### src/rtl/adc_lvl_pkg.sv
`default_nettype none
// ============================================================================
// Module   : adc_lvl_pkg
// Brief    : Shared types and constants for the ADC level classifier
//            (channel count, sample width, scan FSM encoding).
// Revision : 1.0 - initial release
// ============================================================================
package adc_lvl_pkg;

    localparam int NUM_CH   = 6;
    localparam int ADC_W    = 12;
    localparam int CH_IDX_W = 3;

    typedef logic [ADC_W-1:0]    adc_sample_t;
    typedef logic [CH_IDX_W-1:0] ch_idx_t;

    typedef enum logic [1:0] {
        S_IDLE  = 2'd0,
        S_FILT  = 2'd1,
        S_CLASS = 2'd2
    } adc_lvl_state_t;

    // Round-robin successor of a channel index
    function automatic ch_idx_t next_ch(input ch_idx_t idx);
        return (idx == ch_idx_t'(NUM_CH - 1)) ? '0 : idx + ch_idx_t'(1);
    endfunction

endpackage
`default_nettype wire

### src/rtl/adc_lvl_hyst.sv
`default_nettype none
// ============================================================================
// Module   : adc_lvl_hyst
// Brief    : Combinational hysteresis decision. Given the committed level L
//            and the (filtered) sample v, decides whether v has moved far
//            enough past a bin edge to propose a new level, and which one.
//            Shared by all channels through the scan time-multiplex.
// Revision : 1.0 - initial release
// ============================================================================
module adc_lvl_hyst
    import adc_lvl_pkg::*;
#(
    parameter int LEVEL_BITS = 3,
    parameter int HYST       = 32
) (
    input  logic [LEVEL_BITS-1:0] lvl_i,
    input  logic [ADC_W-1:0]      v_i,
    output logic                  up_o,
    output logic                  down_o,
    output logic [LEVEL_BITS-1:0] new_o
);

    localparam int                    c_BIN     = (1 << ADC_W) >> LEVEL_BITS;
    localparam int                    c_CMP_W   = ADC_W + 2;
    localparam logic [LEVEL_BITS-1:0] c_MAX_LVL = '1;

    logic [c_CMP_W-1:0] w_v_ext;
    logic [c_CMP_W-1:0] w_up_thr;
    logic [c_CMP_W-1:0] w_down_thr;
    logic               w_can_up;
    logic               w_can_down;

    assign w_v_ext    = c_CMP_W'(v_i);
    assign w_can_up   = (lvl_i != c_MAX_LVL);
    assign w_can_down = (lvl_i != '0);

    // Thresholds are only formed where they are meaningful, so the top bin
    // never computes an upper edge and bin 0 never subtracts below zero
    always_comb begin
        w_up_thr   = '1;
        w_down_thr = '0;
        if (w_can_up) begin
            w_up_thr = c_CMP_W'((int'(lvl_i) + 1) * c_BIN + HYST);
        end
        if (w_can_down) begin
            w_down_thr = c_CMP_W'(int'(lvl_i) * c_BIN - HYST);
        end
    end

    // Crossing decision and proposed level (raw bin of v when crossed)
    always_comb begin
        up_o   = w_can_up   && (w_v_ext >= w_up_thr);
        down_o = w_can_down && (w_v_ext <  w_down_thr);
        new_o  = (up_o || down_o) ? v_i[ADC_W-1 -: LEVEL_BITS] : lvl_i;
    end

endmodule
`default_nettype wire

### src/rtl/adc_level_classifier.sv
`default_nettype none
// ============================================================================
// Module   : adc_level_classifier
// Brief    : Round-robin scanner over six 12-bit ADC channels. Each visit
//            optionally low-pass filters the channel, quantises it into a
//            LEVEL_BITS code with hysteresis, and commits a new level only
//            after it persists for STABLE_SCANS visits, pulsing changed[i].
// Config   : define ADC_LVL_FILTER_EN to enable the per-channel EMA filter
//            (alpha = 2**-FILT_SHIFT); otherwise the raw sample is used.
// Revision : 1.0 - initial release
// ============================================================================
module adc_level_classifier
    import adc_lvl_pkg::*;
#(
    parameter int SCAN_DIV     = 1000,
    parameter int LEVEL_BITS   = 3,
    parameter int HYST         = 32,
    parameter int STABLE_SCANS = 3,
    parameter int FILT_SHIFT   = 2
) (
    input  logic                  clk,
    input  logic                  reset_n,
    input  logic [ADC_W-1:0]      ch0,
    input  logic [ADC_W-1:0]      ch1,
    input  logic [ADC_W-1:0]      ch2,
    input  logic [ADC_W-1:0]      ch3,
    input  logic [ADC_W-1:0]      ch4,
    input  logic [ADC_W-1:0]      ch5,
    output logic [LEVEL_BITS-1:0] lvl0,
    output logic [LEVEL_BITS-1:0] lvl1,
    output logic [LEVEL_BITS-1:0] lvl2,
    output logic [LEVEL_BITS-1:0] lvl3,
    output logic [LEVEL_BITS-1:0] lvl4,
    output logic [LEVEL_BITS-1:0] lvl5,
    output logic [NUM_CH-1:0]     changed,
    output logic                  ready
);

    localparam int                  c_TICK_W    = (SCAN_DIV > 1) ? $clog2(SCAN_DIV) : 1;
    localparam int                  c_CNT_W     = 4;
    localparam logic [c_TICK_W-1:0] c_TICK_LAST = c_TICK_W'(SCAN_DIV - 1);
    localparam logic [c_CNT_W-1:0]  c_STABLE    = c_CNT_W'(STABLE_SCANS);

    // ------------------------------------------------------------------
    // State
    // ------------------------------------------------------------------
    logic [c_TICK_W-1:0]   tick_cnt_q;
    adc_lvl_state_t        state_q;
    ch_idx_t               ch_idx_q;
    adc_sample_t           v_q;
    logic [NUM_CH-1:0]     primed_q;
    logic [LEVEL_BITS-1:0] lvl_q  [NUM_CH];
    logic [LEVEL_BITS-1:0] cand_q [NUM_CH];
    logic [c_CNT_W-1:0]    cnt_q  [NUM_CH];
    logic [NUM_CH-1:0]     changed_q;
    logic                  ready_q;

    // ------------------------------------------------------------------
    // Combinational nets
    // ------------------------------------------------------------------
    logic                  w_tick;
    adc_sample_t           w_sample;
    adc_sample_t           v_d;
    logic [LEVEL_BITS-1:0] w_raw_lvl;
    logic [LEVEL_BITS-1:0] w_cur_lvl;
    logic [LEVEL_BITS-1:0] w_cur_cand;
    logic [c_CNT_W-1:0]    w_cur_cnt;
    logic [LEVEL_BITS-1:0] w_new_lvl;
    logic                  w_up;
    logic                  w_down;
    logic [LEVEL_BITS-1:0] cand_d;
    logic [c_CNT_W-1:0]    cnt_d;
    logic                  w_commit;
    logic [NUM_CH-1:0]     primed_d;

    assign w_tick = (tick_cnt_q == c_TICK_LAST);

    // Free-running visit timer; one tick every SCAN_DIV clocks
    always_ff @(posedge clk or negedge reset_n) begin
        if (!reset_n) begin
            tick_cnt_q <= '0;
        end else if (w_tick) begin
            tick_cnt_q <= '0;
        end else begin
            tick_cnt_q <= tick_cnt_q + c_TICK_W'(1);
        end
    end

    // Select the channel being visited; inputs are only looked at here
    always_comb begin
        case (ch_idx_q)
            3'd0:    w_sample = ch0;
            3'd1:    w_sample = ch1;
            3'd2:    w_sample = ch2;
            3'd3:    w_sample = ch3;
            3'd4:    w_sample = ch4;
            3'd5:    w_sample = ch5;
            default: w_sample = '0;
        endcase
    end

`ifdef ADC_LVL_FILTER_EN
    localparam int c_DIFF_W = ADC_W + 1;

    adc_sample_t                 filt_q [NUM_CH];
    logic signed [c_DIFF_W-1:0]  w_diff;
    logic signed [c_DIFF_W-1:0]  w_step;
    logic        [c_DIFF_W-1:0]  w_diff_mag;
    adc_sample_t                 w_filt_new;

    // EMA step; snaps to the sample once the residual is below one shift
    // quantum so the filter always settles exactly on a constant input
    always_comb begin
        w_diff     = $signed({1'b0, w_sample}) - $signed({1'b0, filt_q[ch_idx_q]});
        w_step     = w_diff >>> FILT_SHIFT;
        w_diff_mag = w_diff[c_DIFF_W-1] ? unsigned'(-w_diff) : unsigned'(w_diff);
        if (w_diff_mag < c_DIFF_W'(1 << FILT_SHIFT)) begin
            w_filt_new = w_sample;
        end else begin
            w_filt_new = ADC_W'($signed({1'b0, filt_q[ch_idx_q]}) + w_step);
        end
        v_d = primed_q[ch_idx_q] ? w_filt_new : w_sample;
    end
`else
    logic w_unused_cfg;

    assign w_unused_cfg = (FILT_SHIFT != 0);

    // Unfiltered build: the visit value is the raw sample
    always_comb begin
        v_d = w_sample;
    end
`endif

    assign w_raw_lvl  = v_q[ADC_W-1 -: LEVEL_BITS];
    assign w_cur_lvl  = lvl_q[ch_idx_q];
    assign w_cur_cand = cand_q[ch_idx_q];
    assign w_cur_cnt  = cnt_q[ch_idx_q];

    adc_lvl_hyst #(
        .LEVEL_BITS (LEVEL_BITS),
        .HYST       (HYST)
    ) u_hyst (
        .lvl_i  (w_cur_lvl),
        .v_i    (v_q),
        .up_o   (w_up),
        .down_o (w_down),
        .new_o  (w_new_lvl)
    );

    // Persistence: a proposed level must repeat on consecutive visits
    always_comb begin
        cand_d = w_cur_cand;
        cnt_d  = w_cur_cnt;
        if (!(w_up || w_down)) begin
            cand_d = w_cur_lvl;
            cnt_d  = '0;
        end else if (w_new_lvl != w_cur_cand) begin
            cand_d = w_new_lvl;
            cnt_d  = c_CNT_W'(1);
        end else begin
            cnt_d  = w_cur_cnt + c_CNT_W'(1);
        end
        w_commit = (cnt_d == c_STABLE);
        if (w_commit) begin
            cnt_d = '0;
        end
    end

    // Primed mask including the channel currently being primed
    always_comb begin
        primed_d           = primed_q;
        primed_d[ch_idx_q] = 1'b1;
    end

    // Visit sequencer: latch the value, then classify/commit the channel
    always_ff @(posedge clk or negedge reset_n) begin
        if (!reset_n) begin
            state_q   <= S_IDLE;
            ch_idx_q  <= '0;
            v_q       <= '0;
            primed_q  <= '0;
            changed_q <= '0;
            ready_q   <= 1'b0;
            for (int i = 0; i < NUM_CH; i++) begin
                lvl_q[i]  <= '0;
                cand_q[i] <= '0;
                cnt_q[i]  <= '0;
`ifdef ADC_LVL_FILTER_EN
                filt_q[i] <= '0;
`endif
            end
        end else begin
            changed_q <= '0;
            case (state_q)
                S_IDLE: begin
                    if (w_tick) begin
                        state_q <= S_FILT;
                    end
                end
                S_FILT: begin
                    v_q <= v_d;
`ifdef ADC_LVL_FILTER_EN
                    filt_q[ch_idx_q] <= v_d;
`endif
                    state_q <= S_CLASS;
                end
                S_CLASS: begin
                    if (!primed_q[ch_idx_q]) begin
                        // First visit adopts the raw bin silently
                        lvl_q[ch_idx_q]  <= w_raw_lvl;
                        cand_q[ch_idx_q] <= w_raw_lvl;
                        cnt_q[ch_idx_q]  <= '0;
                        primed_q         <= primed_d;
                        ready_q          <= &primed_d;
                    end else begin
                        cand_q[ch_idx_q] <= cand_d;
                        cnt_q[ch_idx_q]  <= cnt_d;
                        if (w_commit) begin
                            lvl_q[ch_idx_q]     <= cand_d;
                            changed_q[ch_idx_q] <= 1'b1;
                        end
                    end
                    ch_idx_q <= next_ch(ch_idx_q);
                    state_q  <= S_IDLE;
                end
                default: begin
                    state_q <= S_IDLE;
                end
            endcase
        end
    end

    assign lvl0    = lvl_q[0];
    assign lvl1    = lvl_q[1];
    assign lvl2    = lvl_q[2];
    assign lvl3    = lvl_q[3];
    assign lvl4    = lvl_q[4];
    assign lvl5    = lvl_q[5];
    assign changed = changed_q;
    assign ready   = ready_q;

endmodule
`default_nettype wire

### config.mk
export PLATFORM = sky130hd
export DESIGN_NAME = adc_level_classifier
export DESIGN_NICKNAME = d
export VERILOG_FILES = /design/src/rtl/adc_lvl_pkg.sv /design/src/rtl/adc_lvl_hyst.sv /design/src/rtl/adc_level_classifier.sv
export SDC_FILE = /design/constraint.sdc
export NUM_CORES = 1
export LEC_CHECK = 0
export CAP_MARGIN = 20
export CORE_MARGIN = 2
export CORE_UTILIZATION = 30
export CTS_CLUSTER_DIAMETER = 60
export CTS_CLUSTER_SIZE = 16
export DETAILED_ROUTE_END_ITERATION = 16
export SYNTH_ARGS = -nofsm -noshare
export SYNTH_HDL_FRONTEND = slang
export SYNTH_HIERARCHICAL = 1
export SYNTH_SLANG_ARGS = --single-unit
### constraint.sdc
create_clock -name clk -period 7.6 [get_ports clk]
set_input_delay 0.76 -clock clk [delete_from_list [all_inputs] [get_ports clk]]
set_output_delay 0.76 -clock clk [all_outputs]
set_load 0.01 [all_outputs]
### Word-level counts from Yosys, hierarchy flattened

Cells that the tools add are included.

| storage, ports and cells | value |
|---|---|
| output and inout port bits | 25 |
| input bits | 74 |
| bits in latches | 0 |
| bits in read-only memories | 0 |
| bits in writable memories | 0 |
| memories kept | 0 |
| register bits after elaboration | 100 |

| operators by class | value |
|---|---|
| magnitude comparators | 6 |
| add/subtract/negate cells | 6 |
| eq/ne operators | 13 |
| reduce and logical (&&, ||, !) cells | 11 |
| shifts and indexed selects | 0 |
| multipliers | 0 |
| divide/modulo/power cells | 0 |
| bitwise gates (word level) | 5 |
| multiplexer cells | 42 |

Operators by type and width:

| operator | number |
|---|---|
| bitwise mux 18 bit | 4 |
| case mux 12 bit (6 select lines) | 1 |
| 2-to-1 mux 18 bit | 3 |
| 2-to-1 mux 14 bit | 2 |
| 2-to-1 mux 3 bit | 9 |
| AND 24 bit | 1 |
| bitwise mux 24 bit | 1 |
| 2-to-1 mux 24 bit | 1 |
| 2-to-1 mux 4 bit | 6 |
| NOT 24 bit | 1 |
| binary-select mux 3 bit (select 3 bit) | 2 |
| 2-to-1 mux 6 bit | 3 |
| adder 14 x 7 -> 14 bit, second input constant | 1 |
| >= comparator 12 x 14 -> 1 bit | 1 |
| < comparator 12 x 14 -> 1 bit | 1 |
| subtractor 12 x 6 -> 13 bit, second input constant | 1 |
| binary-select mux 4 bit (select 3 bit) | 1 |
| demux 4 bit (select 3 bit) | 1 |
| adder 10 x 1 -> 10 bit, second input constant | 1 |
| equality test 10 bit, second input constant | 1 |
| 2-to-1 mux 10 bit | 1 |
| demux 3 bit (select 3 bit) | 1 |
| equality test 3 x 2 -> 1 bit, second input constant | 2 |
| equality test 3 bit, second input constant | 2 |
| other kinds (29) | 35 |

### Depth between registers and ports, before layout

Gate-level depths: netlist (run 1).

| logic depth | value |
|---|---|
| depth after elaboration | 18 |
| mapped depth | 23 |
| mapped depth without buffers | 18 |

### Modules after synthesis

The synthesis (run 1) kept the hierarchy.

By module, submodules not included:

| module | times used | seq. area each (um^2) | area an instance (um^2) | cells each |
|---|---|---|---|---|
| adc_level_classifier | 1 | 2502.4 | 5693.0 | 609 |
| adc_lvl_hyst | 1 | 0.0 | 503.0 | 64 |

### Worst setup path before layout (run 1)

Ideal clock, no wire load.

| timing | value |
|---|---|
| path kind | register -> register |
| from | register ch_idx_q[0] |
| to | register lvl_q, in the netlist lvl2[0] |
| setup time | 90 ps |
| clock period less this slack | 4954 ps |
| path buffers | 4 |
| path slack | 2646 ps |
| stages on the path, launching flop included | 23 |
| data arrival time | 4864 ps |
| path through | dfrtp_1 buf_6 buf_4 mux4_2 a22o_1 inv_1 ha_1 or2b_2 nand2_1 ha_1 nand4_1 nor2_1 a2111oi_0 o21ai_0 nand4_2 mux2_1 nor3_1 nor3b_1 o221ai_2 buf_2 clkbuf_1 o2111ai_1 o221ai_1 |

| on the way | value |
|---|---|
| word-level cells in the longest chain between the ends | 17 |
| elaborated cells on any way between the ends | 43 |

RTL lines:

| item | RTL line | text |
|---|---|---|
| start, declared | adc_level_classifier.sv:49 | `ch_idx_t ch_idx_q;` |
| start signal, assigned | adc_level_classifier.sv:224 | `ch_idx_q <= next_ch(ch_idx_q);` |
| NOT 3 -> 4 bit (implied by the code) * | adc_level_classifier.sv:136 | `assign w_cur_lvl = lvl_q[ch_idx_q];` |
| binary-select mux 3 bit (select 3 bit) * | adc_level_classifier.sv:136 |  |
| 2-to-1 mux 3 bit (implied by the code) * (2 in series) | adc_level_classifier.sv:136 |  |
| via w_cur_lvl[0] | adc_level_classifier.sv:65 | `logic [LEVEL_BITS-1:0] w_cur_lvl;` |
| adder 3 x 1 -> 4 bit | adc_lvl_hyst.sv:43 | `w_up_thr = c_CMP_W'((int'(lvl_i) + 1) * c_BIN + HYST);` |
| adder 14 x 7 -> 14 bit | adc_lvl_hyst.sv:43 |  |
| 2-to-1 mux 14 bit | adc_lvl_hyst.sv:42 | `if (w_can_up) begin` |
| >= comparator 12 x 14 -> 1 bit | adc_lvl_hyst.sv:52 | `up_o = w_can_up && (w_v_ext >= w_up_thr);` |
| [2 not listed] | -- |  |
| 2-to-1 mux 3 bit * | adc_lvl_hyst.sv:54 | `new_o = (up_o \|\| down_o) ? v_i[ADC_W-1 -: LEVEL_BITS] : lvl_i;` |
| via w_new_lvl[0] | adc_level_classifier.sv:68 | `logic [LEVEL_BITS-1:0] w_new_lvl;` |
| != test 3 bit | adc_level_classifier.sv:158 | `end else if (w_new_lvl != w_cur_cand) begin` |
| 2-to-1 mux 4 bit / 2-to-1 mux 3 bit (equally long branches) | adc_level_classifier.sv:158 |  |
| 2-to-1 mux 4 bit / 2-to-1 mux 3 bit (equally long branches) | adc_level_classifier.sv:155 | `if (!(w_up \|\| w_down)) begin` |
| equality test 4 x 2 -> 1 bit / bitwise mux 18 bit (equally long branches) | adc_level_classifier.sv:164, adc_level_classifier.sv:220 |  |
| != test 2 bit (no line) / 2-to-1 mux 18 bit (equally long branches) | -- |  |
| AND reduction 2 bit (no line) / 2-to-1 mux 18 bit (equally long branches) | -- |  |
| end signal, assigned by index | adc_level_classifier.sv:211 | `lvl_q[ch_idx_q] <= w_raw_lvl;` |
| end signal, assigned by index | adc_level_classifier.sv:220 | `lvl_q[ch_idx_q] <= cand_d;` |
| end, declared | adc_level_classifier.sv:52 | `logic [LEVEL_BITS-1:0] lvl_q [NUM_CH];` |

Mark *: on every way through the listed nets, which the timed path passes. The rest lies on a longest branch. The select of a mux whose other input is x is not followed.
A chain may end at the register's enable or synchronous reset.

### Final worst setup path (run 1)

| timing | value |
|---|---|
| from | register ch_idx_q[0] |
| to | register lvl_q, in the netlist lvl0[1] |

| on the way | value |
|---|---|
| word-level cells in the longest chain between the ends | 17 |
| elaborated cells on any way between the ends | 43 |

RTL lines:

| item | RTL line | text |
|---|---|---|
| NOT 3 -> 4 bit (implied by the code) * | adc_level_classifier.sv:136 |  |
| binary-select mux 3 bit (select 3 bit) * | adc_level_classifier.sv:136 |  |
| 2-to-1 mux 3 bit (implied by the code) * (2 in series) | adc_level_classifier.sv:136 |  |
| via w_cur_lvl[0] | adc_level_classifier.sv:65 |  |
| adder 3 x 1 -> 4 bit | adc_lvl_hyst.sv:43 |  |
| adder 14 x 7 -> 14 bit | adc_lvl_hyst.sv:43 |  |
| 2-to-1 mux 14 bit | adc_lvl_hyst.sv:42 |  |
| >= comparator 12 x 14 -> 1 bit | adc_lvl_hyst.sv:52 |  |
| [1 not listed] | -- |  |
| via w_up | adc_level_classifier.sv:69 | `logic w_up;` |
| logical OR 1 bit * | adc_lvl_hyst.sv:54, adc_level_classifier.sv:155 |  |
| 2-to-1 mux 3 bit | adc_lvl_hyst.sv:54 |  |
| != test 3 bit | adc_level_classifier.sv:158 |  |
| 2-to-1 mux 4 bit / 2-to-1 mux 3 bit (equally long branches) | adc_level_classifier.sv:158 |  |
| 2-to-1 mux 4 bit / 2-to-1 mux 3 bit (equally long branches) | adc_level_classifier.sv:155 |  |
| equality test 4 x 2 -> 1 bit / bitwise mux 18 bit (equally long branches) | adc_level_classifier.sv:164, adc_level_classifier.sv:220 |  |
| != test 2 bit (no line) / 2-to-1 mux 18 bit (equally long branches) | -- |  |
| AND reduction 2 bit (no line) / 2-to-1 mux 18 bit (equally long branches) | -- |  |

Marks and branches as above.

==> flow_summary.yaml, run 1 <==
status:
  run_status: "completed"
cells_and_area:
  finalNonFillerCells: 1026
  multi_input_area_um2: 3380
  final_nets: 843
  diodes: 0
  fill_cells: 2041
  mostFrequentLayoutCells: "nand2_1, dfrtp_1, clkdlybuf4s50_1"
  regArea_um2: 2500
  final_common_cell: "nand2_1"
  layout-drive-gt1-share_pct: 9.13
  syn2layout_area_growth_pct: 24.0
critical_path:
  arrival_ns: 6.04
  crit_chain: "mux4_2 -> a22o_1 -> ha_1 -> nand2_1 -> ha_1 -> nand4_1 -> a211oi_2 -> nor3b_2 -> nand4_1 -> nand3_1 -> or2_2 -> nand2_1 -> inv_1 -> nand4_1 -> or2_2 -> o221ai_1"
  cp_num_buf_inv: 1
  crit_fanout: 22
  cp.required_ns: 7.86
  slowest_stage: "or2_2"
  crit_top_cell: "nand4_1"
  crit_family: "simple AND/OR/NAND/NOR gates"
  cp-startpoint: "ch_idx_q[0]"
  critPathKind: "register to register"
  path_depth: 16
  worst_setup_path_end_kind: "register"
  crit_path_max_incr_delay_ns: 0.78
  cp-start-kind: "register"
  reg2reg_depth: 16
  r2r-start: "ch_idx_q[0]"
place:
  gp_congestion: 0.833
  io_buffers: 98
  hpwl_mm: 14.1
  placed_cells: 1011
sta:
  tightestPinTransition_ns: 1.11
  grt_setup_unrepaired: "no"
  fin_crit_sh_pct: 76.0
  relSlewSlack_pct: 25.5
  fmax_ghz: 0.173
  post-route-min-period_ns: 5.78
  fin_tns_setup_ns: 0
  setup_viol: 0
  whs_ns: 0.373
  hold_viol: 0
  drv_slew: 0
  final.setup_skew_ns: 0.00972
synthesis:
  ys_seq_area_share_pct: 40.4
  yosys_most_used_dff: "dfrtp_1"
  synth_area_leaders: "dfrtp_1, nand2_1, mux2i_1, ha_1, mux2_2"
  synth_compound_area_share_pct: 21.2
  synth_top_area_cell: "dfrtp_1"
  synth_top_area_share_pct: 40.4
  synth_edf_count: 0
  synthXorXnorAreaFrac_pct: 1.55
  netlist_area_um2: 6200
  ys_async_sr_fraction_pct: 100
  syn-num-nets: 764
  synth_mux_area_share_pct: 9.19
  yosys_register_bits: 100
  synth_area_per_cell_um2: 9.21
  synth_warnings: 6
  synth_fa_ha_area_share_pct: 3.43
  synth_top_family_by_area: "compound AO/OA/AOI/OAI gates"
  synthSimpleGateAreaFrac_pct: 19.1
  ys_types: 65
  syn_inst: 673
floorplan:
  start_util_pct: 30.6
  die-area_um2: 21800
  io_pins: 99
  std_cell_rows: 52
  fp.dieW_um: 148
  core_um2: 20200
  die_h_um: 148
power_and_ir_drop:
  p_switching_mw: 0.220
  power_frac_comb_pct: 5.5
  clockPowerShare_pct: 42.7
  ir_drop_mv: 0.0957
  leakage_nw: 3.13
  p_int_mw: 0.808
  swShare_pct: 21.4
  pwr-share-seq_pct: 51.8
  power_density_nw_per_um2: 134
routing:
  vias_per_cell: 5.49
  drtAntennaViolNets: 0
  wl_mm: 19.7
  drtPass1Iterations: 5
  dr_total_vias: 5631
  drt_iter0_drc: 479
  drc: 0
  route.detailed.wl_per_inst_um: 19.2
clock_tree:
  cts_hold_buf: 0
  cts_tree: "done"
  clock_sinks: 100
  cts_root_buffer: "clkbuf_16"
  clk_path_buf_depth: 2
  post_cts_resized: 0
  post_cts_buffers: 0
  h-tree-depth: 3
  clk_pin_slew_worst_paths_ns: 0.07
  clock_latency_ns: 0.35
  numCtsBuffers: 9
run:
  drv_cap: 0
global_route:
  grt_pass1_wl_mm: 30.8
  grt.overflow.total: 0
  grt_pass1_vias: 5368
  track_usage_pct: 18.1
  grt_max_degree: 64
  antenna_found_initial: 0
min_path:
  worst_hold_path_type: "input pin to async pin"
## registers in the layout, indices dropped and copies added (netlist names), 6 cells and up
| register | count |
|---|---|
| primed_q | 6 |
| cand_q | 18 |
| tick_cnt_q | 10 |
| v_q | 12 |
| changed | 6 |
| cnt_q | 24 |
## cells by family (layout without fill, tap and decap cells)
logic type | count (synthesis) | after routing
flip-flops | 100 | 100
AO/OA/AOI/OAI | 181 | 181
AND/OR/NAND/NOR | 245 | 245
adder cells (fa/ha/maj) | 17 | 17
multiplexers | 48 | 48
XOR/XNOR | 11 | 11
buffers and inverters | 71 | 154
## metal layers
layer  wire, um  up-vias  track usage [%]  part of all wire (%)
li1           -     2646                -                     -
met1       8910     2747             25.3                    45
met2       8840      212             27.9                    45
met3       1320       26             3.18                   6.7
met4        588        0             7.21                   3.0
met5          0        -                0                     0
## cells in the mapped netlist (14+ instances only)
| cell | n |
|---|---|
| a21oi_1 | 40 |
| clkbuf_1 | 22 |
| dfrtp_1 | 100 |
| ha_1 | 17 |
| inv_1 | 26 |
| mux2_2 | 18 |
| mux2i_1 | 22 |
| nand2_1 | 115 |
| nand2b_1 | 25 |
| nand3_1 | 14 |
| nor2_1 | 25 |
| nor3_1 | 18 |
| o2111ai_1 | 18 |
| o21ai_0 | 35 |
| o221ai_1 | 18 |
## final cells by class
| cell class | count | share of cell area, % |
|---|---|---|
| inverter | 27 | 1.32 |
| tap | 270 | 4.40 |
| clock inverter | 3 | 0.293 |
| timing repair buffer | 112 | 14.1 |
| clock buffer | 12 | 3.34 |
| sequential | 100 | 32.6 |
| multi-input combinational | 502 | 43.9 |
## worst paths after layout
path / to / slack, ns
min reg2reg: tick_cnt_q[0] / 0.46
min in group clk: tick_cnt_q[0] / 0.46
min: tick_cnt_q[0] / 0.37
max: lvl0[1] / 1.82
max reg2reg: lvl0[1] / 1.82
max in group asynchronous: cand_q[15] / 6.02
## power by group through the flow
| stage | clock network (mW) | registers (mW) | logic (mW) |
|---|---|---|---|
| 4_1_cts | 0.451 | 0.532 | 0.0578 |
| 6_report | 0.439 | 0.532 | 0.0567 |
| 2_1_floorplan | 0 | 0.542 | 0.00680 |
| 3_3_place_gp | 0 | 0.542 | 0.0572 |
| 5_1_grt | 0.470 | 0.532 | 0.0620 |
| 3_5_place_dp | 0 | 0.542 | 0.0574 |
## per-stage QoR
step                      utilization (%)  cell area (um^2)  worst slack [ns]  total power [mW]
after floorplan                         -              6200              2.65             0.549
after global placement               36.6              7400              1.99             0.599
final                                38.0              7680              1.82              1.03
after detailed placement             36.6              7400              1.91             0.600
after CTS                            38.0              7680              1.87              1.04
after global routing                 38.0              7680              1.31              1.06
## worst reg2reg max path: stages, from the launching register on
cell	delay, ns
dfrtp_1	0.77
mux4_2	0.60
a22o_1	0.30
ha_1	0.33
nand2_1	0.30
ha_1	0.18
nand4_1	0.14
a211oi_2	0.25
nor3b_2	0.22
nand4_1	0.15
nand3_1	0.13
or2_2	0.19
nand2_1	0.24
inv_1	0.17
nand4_1	0.68
or2_2	0.78
o221ai_1	0.27
No activity file was read; power rests on OpenSTA's default activity.
==> inputs of run 2 (changes only) <==
==> constraint.sdc (replaced) <==
create_clock -name clk -period 5.6 [get_ports clk]
set_input_delay 0.56 -clock clk [delete_from_list [all_inputs] [get_ports clk]]
set_output_delay 0.56 -clock clk [all_outputs]
set_load 0.01 [all_outputs]
==> flow_summary.yaml, run 2 (synthesis gave the netlist of run 1 again) <==
status:
  run_status: "completed"
sta:
  relSlewSlack_pct: 28.8
  grt_setup_unrepaired: "no"
  drv_slew: 0
  layout_setup_ws_ns: 0.360
  setup_viol: 0
  fin_tns_setup_ns: 0
  post-route-min-period_ns: 5.24
  hold_viol: 0
  final.setup_skew_ns: 0.0149
  fmax_ghz: 0.191
  tightestPinTransition_ns: 1.06
  fin_crit_sh_pct: 93.6
critical_path:
  reg2reg_depth: 19
  critPathKind: "register to register"
  endpoint: "lvl1[0]"
  arrival_ns: 5.53
  r2r-start: "ch_idx_q[0]"
  timing.rr.end: "lvl1[0]"
  path_depth: 19
  r2r_setup_slack_ns: 0.36
  cp_num_buf_inv: 2
  cp.required_ns: 5.89
  crit_fanout: 24
  worst_setup_path_end_kind: "register"
  cp-startpoint: "ch_idx_q[0]"
  crit_chain: "mux4_2 -> a22o_1 -> inv_1 -> ha_1 -> or2b_2 -> nand2_1 -> ha_1 -> nand4_1 -> nor2_1 -> a2111oi_0 -> o21ai_0 -> nand4_2 -> mux2_1 -> o21ai_0 -> nor3b_1 -> o221ai_4 -> buf_4 -> or4_1 -> nand3_1"
  cp-start-kind: "register"
  crit_path_max_incr_delay_ns: 0.54
  slowest_stage: "mux4_2"
  crit_family: "simple AND/OR/NAND/NOR gates"
place:
  io_buffers: 98
  placed_cell_area_um2: 7410
  pre_cts_slack_ns: 0.226
  hpwl_mm: 14.3
  gp_congestion: 0.884
routing:
  drtPass1Iterations: 4
  route.detailed.wl_per_inst_um: 19.4
  drt_iter0_drc: 378
  vias_per_cell: 5.43
  drtAntennaViolNets: 0
  wl_mm: 19.9
  dr_total_vias: 5586
  drc: 0
cells_and_area:
  layout-drive-gt1-share_pct: 10.2
  mostFrequentLayoutCells: "nand2_1, dfrtp_1, clkdlybuf4s50_1"
  largest-register: "cnt_q"
  final_common_cell: "nand2_1"
  final_nets: 844
  largest_register_ffs: 24
  fill_cells: 2047
  syn2layout_area_growth_pct: 24.9
  postLayoutCoreUtil_pct: 38.3
  largestRegisters: "cnt_q: 24 flops, cand_q: 18 flops, v_q: 12 flops"
  diodes: 0
  fin_area_um2: 7740
global_route:
  track_usage_pct: 18.6
  grt_max_degree: 57
  antenna_found_initial: 0
  grt.overflow.total: 0
  grt_pass1_wl_mm: 31.8
  grt_pass1_vias: 5559
clock_tree:
  post_cts_resized: 0
  cts_root_buffer: "clkbuf_16"
  clock_latency_ns: 0.36
  clk_path_buf_depth: 2
  post_cts_buffers: 0
  clock_sinks: 100
  h-tree-depth: 3
  numCtsBuffers: 9
  cts_tree: "done"
  cts_hold_buf: 0
  clk_pin_slew_worst_paths_ns: 0.07
power_and_ir_drop:
  leakage_nw: 3.15
  finalPower_mw: 1.43
  ir_drop_mv: 0.104
  power_density_nw_per_um2: 184
floorplan:
  start_util_pct: 30.6
  die_h_um: 148
  core_um2: 20200
  std_cell_rows: 52
  io_pins: 99
  die-area_um2: 21800
  fp.dieW_um: 148
min_path:
  worst_hold_path_type: "input pin to async pin"
run:
  drv_cap: 0
-- run 2: report_power, final --
part           switching [mW]  internal (mW)
clock                   0.313          0.315
sequential                  0          0.721
combinational          0.0271         0.0498
total                   0.340           1.09
-- run 2: cell type report --
class | instances | area, um^2 | share of cell area (%)
clock inverters | 7 | 65.1 | 0.841
well taps | 270 | 338 | 4.36
inverters | 27 | 101 | 1.31
flip-flops and latches | 100 | 2500 | 32.4
multi-input cells | 502 | 3410 | 44.1
clock buffers | 9 | 225 | 2.91
repair buffers | 113 | 1090 | 14.1
-- run 2: worst min-delay path by stage --
| stage | from | end | slack, ns |
|---|---|---|---|
| global placement | tick_cnt_q[0] | tick_cnt_q[0] | 0.45 |
| detailed placement | tick_cnt_q[0] | tick_cnt_q[0] | 0.46 |
| CTS | reset_n | tick_cnt_q[1] | 0.23 |
| floorplan | reset_n | cand_q[0] | 0.26 |
| finish | reset_n | tick_cnt_q[1] | 0.20 |
| global route | reset_n | tick_cnt_q[1] | 0.26 |
-- run 2: layer usage --
metal  up-vias  GRT usage (%)  routed length (um)  share of wire [%]
met2       163           30.0                9210                 46
met1      2748           25.1                9170                 46
met3        27           4.07                1220                6.1
li1       2648              -                   -                  -
met4         0           5.63                 346                1.7
met5         -              0                   0                  0
-- run 2: stage by stage --
stage	cells	hold WS, ns
after floorplan	673	0.264
final	1028	0.205
after detailed placement	1012	0.458
after global routing	1028	0.261
after CTS	1028	0.235
after global placement	1012	0.446
==> inputs of run 3 (changes only) <==
--- a/config.mk
+++ b/config.mk
@@ -6,11 +6,12 @@
 export NUM_CORES = 1
 export LEC_CHECK = 0
 export CAP_MARGIN = 20
-export CORE_MARGIN = 2
+export CORE_MARGIN = 4
 export CORE_UTILIZATION = 30
 export CTS_CLUSTER_DIAMETER = 60
 export CTS_CLUSTER_SIZE = 16
 export DETAILED_ROUTE_END_ITERATION = 16
+export MAX_ROUTING_LAYER = met4
 export SYNTH_ARGS = -nofsm -noshare
 export SYNTH_HDL_FRONTEND = slang
 export SYNTH_HIERARCHICAL = 1
==> flow_summary.yaml, run 3 (synthesis gave the netlist of run 1 again) <==
status:
  run_status: "completed"
sta:
  drv_slew: 0
  grt_setup_unrepaired: "no"
  layout_setup_ws_ns: 0.274
  setup_viol: 0
  fin_tns_setup_ns: 0
  post-route-min-period_ns: 5.33
  fin_crit_sh_pct: 95.1
  hold_viol: 0
  final.setup_skew_ns: 0.0100
  tightestPinTransition_ns: 1.11
  fmax_ghz: 0.188
  relSlewSlack_pct: 25.4
clock_tree:
  clock_latency_ns: 0.36
  h-tree-depth: 3
  clock_sinks: 100
  cts_root_buffer: "clkbuf_16"
  cts_tree: "done"
  cts_hold_buf: 0
  clk_pin_slew_worst_paths_ns: 0.07
  numCtsBuffers: 9
  clk_path_buf_depth: 2
global_route:
  grt_pass1_wl_mm: 30.9
  grt_pass1_vias: 5343
  grt.overflow.total: 0
  grt_max_degree: 59
  track_usage_pct: 17.9
  antenna_found_initial: 0
cells_and_area:
  largest-register: "cnt_q"
  largest_register_ffs: 24
  postLayoutCoreUtil_pct: 38.3
  largestRegisters: "cnt_q: 24 flops, cand_q: 18 flops, v_q: 12 flops"
  mostFrequentLayoutCells: "nand2_1, dfrtp_1, clkdlybuf4s50_1"
  diodes: 0
  final_common_cell: "nand2_1"
  final_nets: 846
  syn2layout_area_growth_pct: 25.6
  layout-drive-gt1-share_pct: 10.4
floorplan:
  io_pins: 99
  die_h_um: 152
  die-area_um2: 23000
  std_cell_rows: 52
  core_um2: 20300
  start_util_pct: 30.5
  fp.dieW_um: 152
place:
  pre_cts_slack_ns: 0.271
  io_buffers: 98
  gp_congestion: 0.902
  hpwl_mm: 14.4
routing:
  wl_mm: 19.9
  vias_per_cell: 5.40
  drtPass1Iterations: 5
  dr_total_vias: 5566
  drt_iter0_drc: 437
  drc: 0
  route.detailed.wl_per_inst_um: 19.3
  drtAntennaViolNets: 0
critical_path:
  arrival_ns: 5.62
  timing.rr.end: "lvl1[0]"
  crit_chain: "mux4_2 -> a22o_1 -> inv_1 -> ha_1 -> or2b_2 -> nand2_1 -> ha_1 -> nand4_1 -> nor2_1 -> a2111oi_0 -> o21ai_0 -> nand4_2 -> mux2_1 -> o21ai_0 -> nor3b_1 -> o221ai_4 -> buf_4 -> or4_1 -> nand3_1"
  cp-startpoint: "ch_idx_q[0]"
  r2r_setup_slack_ns: 0.27
  cp.required_ns: 5.89
  worst_setup_path_end_kind: "register"
  slowest_stage: "mux4_2"
  crit_path_max_incr_delay_ns: 0.56
  r2r-start: "ch_idx_q[0]"
  critPathKind: "register to register"
  crit_fanout: 21
  cp-start-kind: "register"
  reg2reg_depth: 19
power_and_ir_drop:
  leakage_nw: 3.18
  power_density_nw_per_um2: 189
  ir_drop_mv: 0.125
run:
  drv_cap: 0
min_path:
  worst_hold_path_type: "input pin to async pin"
-- run 3: cell types whose count changed in the layout (fill, tap and decap cells not counted) --
cell	change
buf_4	-1
bufinv_16	+1
clkinv_2	-1
dfrtp_2	-1
o31ai_2	+1
dfrtp_1	+1
buf_2	+1
inv_6	-1
clkbuf_4	+2
clkinvlp_4	+1
o31ai_1	-1
-- run 3: critical path, delay by kind of cell, from the launching register on --
family	cells	cell delay, ns
simple gates	8	1.63
compound gates	5	1.23
mux	2	0.98
flops	1	0.52
buf+inv	2	0.45
fa+ha+maj	2	0.45
-- run 3: worst max-delay path by stage --
stage | endpoint | slack [ns] | cells after the start
floorplan | lvl2[0] | 0.65 | 22
global placement | lvl0[1] | 0.36 | 18
detailed placement | lvl0[0] | 0.27 | 18
CTS | lvl0[1] | 0.25 | 18
global route | lvl1[1] | 0.003 | 19
finish | lvl1[0] | 0.27 | 19
-- run 3: what timing repair did --
action | CTS | global route
setup endpoints to repair | 0 | 24
buffers inserted | 0 | 0
resized for setup | 0 | 6
-- run 3: cell type report --
class / instances / area (um^2)
fill: 2069 / 12500
tap: 270 / 338
inverter: 27 / 101
clock inverter: 7 / 88.8
timing repair buffer: 115 / 1100
clock buffer: 9 / 225
sequential: 100 / 2500
multi-input combinational: 502 / 3420
-- run 3: through the flow --
stage	std cells	area, um^2	hold WS (ns)	power [mW]
6_report	1030	7780	0.179	1.47
5_1_grt	1030	7780	0.219	1.52
4_1_cts	1027	7720	0.199	1.48
3_5_place_dp	1011	7400	0.449	0.813
3_3_place_gp	1011	7400	0.444	0.813
2_1_floorplan	673	6200	0.264	0.745
-- run 3: report_power, final --
group          total [mW]  internal, mW  switching, mW
registers           0.721         0.721              0
clock network       0.669         0.359          0.309
logic              0.0767        0.0498         0.0269
total                1.47          1.13          0.336
-- run 3: routing by layer --
layer	GRT usage (%)	share of wire (%)	vias up	wire length, um
met4	4.00	1.5	0	300
met3	4.55	7.9	24	1560
met5	-	0	-	0
met2	28.2	47	176	9280
li1	-	-	2655	-
met1	23.4	44	2711	8760
